[config.mk]
export PLATFORM = sky130hd
export DESIGN_NAME = instr_pair_queue
export DESIGN_NICKNAME = d
export VERILOG_FILES = /design/src/rtl/instr_pair_queue_pkg.sv /design/src/rtl/instr_pair_queue.sv
export SDC_FILE = /design/constraint.sdc
export NUM_CORES = 2
export LEC_CHECK = 0
export ABC_AREA = 0
export BUFFER_PORTS_ARGS = -buffer_cell sky130_fd_sc_hd__buf_2
export CAP_MARGIN = 20
export CORE_ASPECT_RATIO = 0.8
export CORE_MARGIN = 3
export CORE_UTILIZATION = 55
export DETAILED_ROUTE_END_ITERATION = 12
export GPL_ROUTABILITY_DRIVEN = 1
export PLACE_DENSITY = 0.84
export SKIP_CTS_REPAIR_TIMING = 1
export SKIP_LAST_GASP = 1
export SYNTH_ARGS = -nofsm -noshare
export SYNTH_HDL_FRONTEND = slang
export SYNTH_SLANG_ARGS = --single-unit
[constraint.sdc]
create_clock -name clk -period 8.05 [get_ports clk]
set_clock_uncertainty 0.2 [all_clocks]
set_input_delay 0.805 -clock clk [delete_from_list [all_inputs] [get_ports clk]]
set_output_delay 0.805 -clock clk [all_outputs]
set_load 0.02 [all_outputs]
[src/rtl/instr_pair_queue_pkg.sv]
// Shared types for the fetch-side instruction pair queue.
package instr_pair_queue_pkg;

    localparam int unsigned PcBits    = 32;
    localparam int unsigned InstrBits = 32;

    // One buffered fetch slot: PC, raw instruction and predicted-taken flag.
    typedef struct packed {
        logic [PcBits-1:0]    pc;
        logic [InstrBits-1:0] instr;
        logic                 taken;
    } fetch_entry;

    function automatic fetch_entry make_entry(input logic [PcBits-1:0]    pc,
                                              input logic [InstrBits-1:0] instr,
                                              input logic                 taken);
        fetch_entry e;
        e.pc    = pc;
        e.instr = instr;
        e.taken = taken;
        return e;
    endfunction

endpackage

[src/rtl/instr_pair_queue.sv]
// Fetch-to-decode instruction buffer: up to two pushes and two in-order pops
// per cycle, circular storage, full discard on redirect.
module instr_pair_queue
    import instr_pair_queue_pkg::*;
#(
    // Widths must match the package entry layout.
    parameter int unsigned INSTR_BITS = InstrBits,
    parameter int unsigned PC_BITS    = PcBits,
    parameter int unsigned DEPTH      = 8
) (
    input  logic                       clk,
    input  logic                       rst_n,

    input  logic                       push_valid_1,
    input  logic                       push_valid_2,
    input  logic [PC_BITS-1:0]         push_pc_1,
    input  logic [PC_BITS-1:0]         push_pc_2,
    input  logic [INSTR_BITS-1:0]      push_instr_1,
    input  logic [INSTR_BITS-1:0]      push_instr_2,
    input  logic                       push_taken_1,
    input  logic                       push_taken_2,
    output logic                       push_ready,

    output logic                       valid_o,
    output logic                       valid_o_2,
    output logic [PC_BITS-1:0]         pc_out_1,
    output logic [PC_BITS-1:0]         pc_out_2,
    output logic [INSTR_BITS-1:0]      instruction_out_1,
    output logic [INSTR_BITS-1:0]      instruction_out_2,
    output logic                       taken_branch_1,
    output logic                       taken_branch_2,
    input  logic                       ready_i,

    input  logic                       flush_i,
    output logic [$clog2(DEPTH):0]     occupancy_o
);

    localparam int unsigned PtrW = $clog2(DEPTH);
    localparam int unsigned CntW = PtrW + 1;
    // Highest count that still leaves room for a full pair.
    localparam logic [CntW-1:0] PairRoomMax = CntW'(DEPTH - 2);

    fetch_entry            mem_q [DEPTH];
    logic [PtrW-1:0]       head_q, head_d;
    logic [PtrW-1:0]       tail_q, tail_d;
    logic [CntW-1:0]       count_q, count_d;

    logic [PtrW-1:0]       head_p1;
    logic [PtrW-1:0]       tail_p1;
    fetch_entry            head_entry;
    fetch_entry            second_entry;
    logic                  wr_en_1;
    logic                  wr_en_2;
    logic [1:0]            push_cnt;
    logic [1:0]            pop_cnt;

    // Pointer neighbours wrap naturally because DEPTH is a power of two.
    always_comb begin
        head_p1      = head_q + PtrW'(1);
        tail_p1      = tail_q + PtrW'(1);
        head_entry   = mem_q[head_q];
        second_entry = mem_q[head_p1];
    end

    // Decoder-facing outputs; a taken head never pairs with its successor.
    always_comb begin
        push_ready        = (count_q <= PairRoomMax);
        valid_o           = (count_q != '0);
        valid_o_2         = (count_q >= CntW'(2)) && !head_entry.taken;
        pc_out_1          = head_entry.pc;
        pc_out_2          = second_entry.pc;
        instruction_out_1 = head_entry.instr;
        instruction_out_2 = second_entry.instr;
        taken_branch_1    = head_entry.taken;
        taken_branch_2    = second_entry.taken;
        occupancy_o       = count_q;
    end

    // Push/pop accounting; flush wins over both and discards same-cycle pushes.
    always_comb begin
        wr_en_1  = push_ready && push_valid_1 && !flush_i;
        wr_en_2  = wr_en_1 && push_valid_2;
        push_cnt = {1'b0, wr_en_1} + {1'b0, wr_en_2};
        pop_cnt  = '0;
        if (ready_i && valid_o) begin
            pop_cnt = valid_o_2 ? 2'd2 : 2'd1;
        end

        head_d  = head_q + PtrW'(pop_cnt);
        tail_d  = tail_q + PtrW'(push_cnt);
        count_d = count_q + CntW'(push_cnt) - CntW'(pop_cnt);
        if (flush_i) begin
            head_d  = '0;
            tail_d  = '0;
            count_d = '0;
        end
    end

    // Pointer and count state.
    always_ff @(posedge clk or negedge rst_n) begin
        if (!rst_n) begin
            head_q  <= '0;
            tail_q  <= '0;
            count_q <= '0;
        end else begin
            head_q  <= head_d;
            tail_q  <= tail_d;
            count_q <= count_d;
        end
    end

    // Entry storage; slot 2 lands just after slot 1.
    always_ff @(posedge clk or negedge rst_n) begin
        if (!rst_n) begin
            for (int i = 0; i < DEPTH; i++) begin
                mem_q[i] <= '0;
            end
        end else begin
            if (wr_en_1) begin
                mem_q[tail_q] <= make_entry(push_pc_1, push_instr_1, push_taken_1);
            end
            if (wr_en_2) begin
                mem_q[tail_p1] <= make_entry(push_pc_2, push_instr_2, push_taken_2);
            end
        end
    end

endmodule
==> run metrics <==
final hold violation count=0; layout cell share with drive strength beyond 1=23.9%; Simple-Gate Fraction of Synth Area=20.6%; CTS tree=built; first-pass GRT wire length=186,000 µm; critical path depth=5; gr ovfl total=0; Setup crit start kind=register; post-synthesis compound-gate area fraction=9.90%; CTS Buf Count=55; Die Span X=280 µm; Post-Synthesis Cells=3,582; fin crit period=5.52 ns; peak supply drop=0.334 mV; Critical Path Max Stage Delay=1.13 ns; critical setup path kind=reg -> out; Synth Area in XOR/XNOR=0.185%; Worst Setup End Kind=output pin; Post-synth EDFFs=0; cell with the most instances after synthesis=nand2_1; mux share of post-synthesis cell area=22.4%; Critical Path RT=7.05 ns; Ports=273; synth warn=0; Routed WL per cell=28.8 µm; pre-CTS setup slack=3.11 ns; ys async rst share=100%; CP arrival=4.51 ns; Cells after DPL=4,181; largest net degree at the start of global routing=160; number of global-route vias before repair=30,682; DR vias=32,217; P_leak=14.3 nW; clock tree sinks=530; Yosys top cell area share=40.0%; cell family with most CP delay=flip-flops; final worst setup slack=2.53 ns; Netlist Area Pre-Place=33,100 µm²; top cells by count, synth=nand2_1 (1,028), dfrtp_1 (530), nor3_1 (521); clk root buf=clkbuf_16; dominant cell type by area after synthesis=dfrtp_1; Sequential cell area=13,300 µm²; initial cell density of the core=56.3%; ranking of synthesized cells by area=dfrtp_1 (40%), mux4_2 (18%), nand2_1 (12%); nets=3,625; Max-cap violations=0; clk_lat worst skew=0.63 ns; final setup vio count=0; Core Area=58,800 µm²; Cell Int Power=8.35 mW; WL final=124,000 µm; Final ANT Viol Nets=0; worst reg-to-reg setup slack=3.73 ns; Synth Area in Adders=0.620%; Fillers=4,582; synthesis-to-finish area growth=8.98%; crit share post-route=68.5%; Slew Limit Headroom=16.0%; P_sw=5.93 mW; vias per std cell=7.49; Final Max Slew Viols=0; initial antenna violation count=26; clock power share=19.7%; Achievable Freq=181 MHz; # rows=79; area occupied by multi-input gates=17,900 µm²; pwr dens=396 nW/µm²; Worst R2R Path Depth=8; DIE AREA=63,200 µm²; syn nets=3,732; worst r2r src=occupancy_o[3]$_DFF_PN0_; CP max FO=88; Die Y=225 µm; synthesized area per cell=9.25 µm²; Sw Ratio=41.5%; Flop pwr share=30.3%; largest family of logic cells by synthesized area=multiplexers; Cell Chain, Critical Path=ha_4 -> buf_12 -> mux4_2 -> mux2_2 -> buf_2; Worst-path clk slew=0.06 ns; drt pass-1 iters=7; GRT Resource Usage Total=38.4%; worst hold-check path type=in -> async; hold_ws=0.0115 ns; Residual DRC=0; Slew @ Worst Pin=1.26 ns; Clock Path Buffers=3; top_reg_cell synth=dfrtp_1; Pwr Total=14.3 mW; crit path buf inv count=2; CP max-delay cell=dfrtp_4; synthesized flop and latch total=530; number of port buffers=272; reg2reg end=mem_q[128]$_DFF_PN0_; Gate power share=50.0%; hpwl dp=65,000 µm; register area share after synthesis=40.0%; setup TNS=0 ns; unrepaired setup endpoints after global routing=no; synth unique cells=38; initial DRC count=5,658; status=finished, final reports clean; GP Congestion=0.875; post-route insts no fill=4,304; H-tree depth=2
worst register-to-register path: cells and delay by family, from the launching register on:
family	cells	cell delay, ns
AOI/OAI and AO/OA	1	0.25
adders and majority gates	1	0.21
DFF	1	0.40
and+or+nand+nor	3	1.36
buffers and inverters	3	1.73
layout by cell type (no fill, tap or decap), types with 2 or more instances in the layout:
cell and n:
buf_4 44, ha_1 9, and4_4 4, inv_1 15, mux2_2 133, or2_4 8
and3_1 2, diode_2 19, clkbuf_1 5, nand3_1 4, buf_16 5, nor3_1 521
a31oi_1 512, bufinv_16 8, buf_2 271, nand2_1 1026, xnor2_1 3, nor4_2 4
dfrtp_4 3, dfrtp_1 527, xor2_1 3, nor2_1 7, nand2_4 2, a21oi_1 10
nand4_1 8, nor2b_1 5, or4_4 2, mux4_2 259, buf_12 4, clkinv_2 13
mux2i_1 8, clkbuf_16 57, clkbuf_8 12, fa_1 4
flip-flops by register name (all words and copies together), names as in the netlist:
signal / count
tail_q: 3
mem_q: 520
occupancy_o: 4
head_q: 3
layout make-up:
| type | count | share of cell area [%] |
|---|---|---|
| diodes | 19 | 0.132 |
| clock buffers | 74 | 4.46 |
| clock inverters | 24 | 0.922 |
| inverters | 15 | 0.156 |
| multi-input cells | 2548 | 49.6 |
| flip-flops and latches | 530 | 36.8 |
| well taps | 769 | 2.67 |
| repair buffers | 325 | 5.32 |
through the flow:
step	utilization (%)	instance area (µm²)
after detailed placement	57.7	33900
final	61.4	36100
after CTS	61.0	35900
after global placement	57.7	33900
after floorplan	-	33100
after global routing	61.3	36100
per-layer routing:
layer	global-route usage, %	vias up	part of all wire [%]
met2	54.6	3358	42
li1	-	12756	-
met1	50.4	15339	34
met4	19.1	26	5.5
met3	16.8	738	18
met5	0.528	-	0.16
power by group through the flow:
stage	clock [mW]	sequential [mW]	combinational, mW
floorplan	0	3.93	5.31
global placement	0	4.28	6.84
detailed placement	0	4.30	6.99
CTS	2.80	4.28	7.03
global route	2.92	4.41	7.54
finish	2.82	4.33	7.13
how the worst max path moves through the flow:
stage | start | endpoint | slack, ns
6_report | head_q[0]$_DFF_PN0_ | pc_out_2[23] | 2.53
3_3_place_gp | head_q[0]$_DFF_PN0_ | pc_out_2[23] | 3.23
3_5_place_dp | head_q[0]$_DFF_PN0_ | pc_out_2[23] | 3.11
4_1_cts | head_q[0]$_DFF_PN0_ | pc_out_2[23] | 2.45
2_1_floorplan | head_q[0]$_DFF_PN0_ | occupancy_o[3]$_DFF_PN0_ | 4.39
5_1_grt | head_q[0]$_DFF_PN0_ | instruction_out_2[22] | 2.22
kinds of logic after synthesis:
group | count (synthesis)
XOR/XNOR | 7
AND/OR/NAND/NOR | 1602
adder cells (fa/ha/maj) | 14
multiplexers | 400
buffers and inverters | 504
flip-flops | 530
AO/OA/AOI/OAI | 525
No activity file was read; power rests on OpenSTA's default activity.
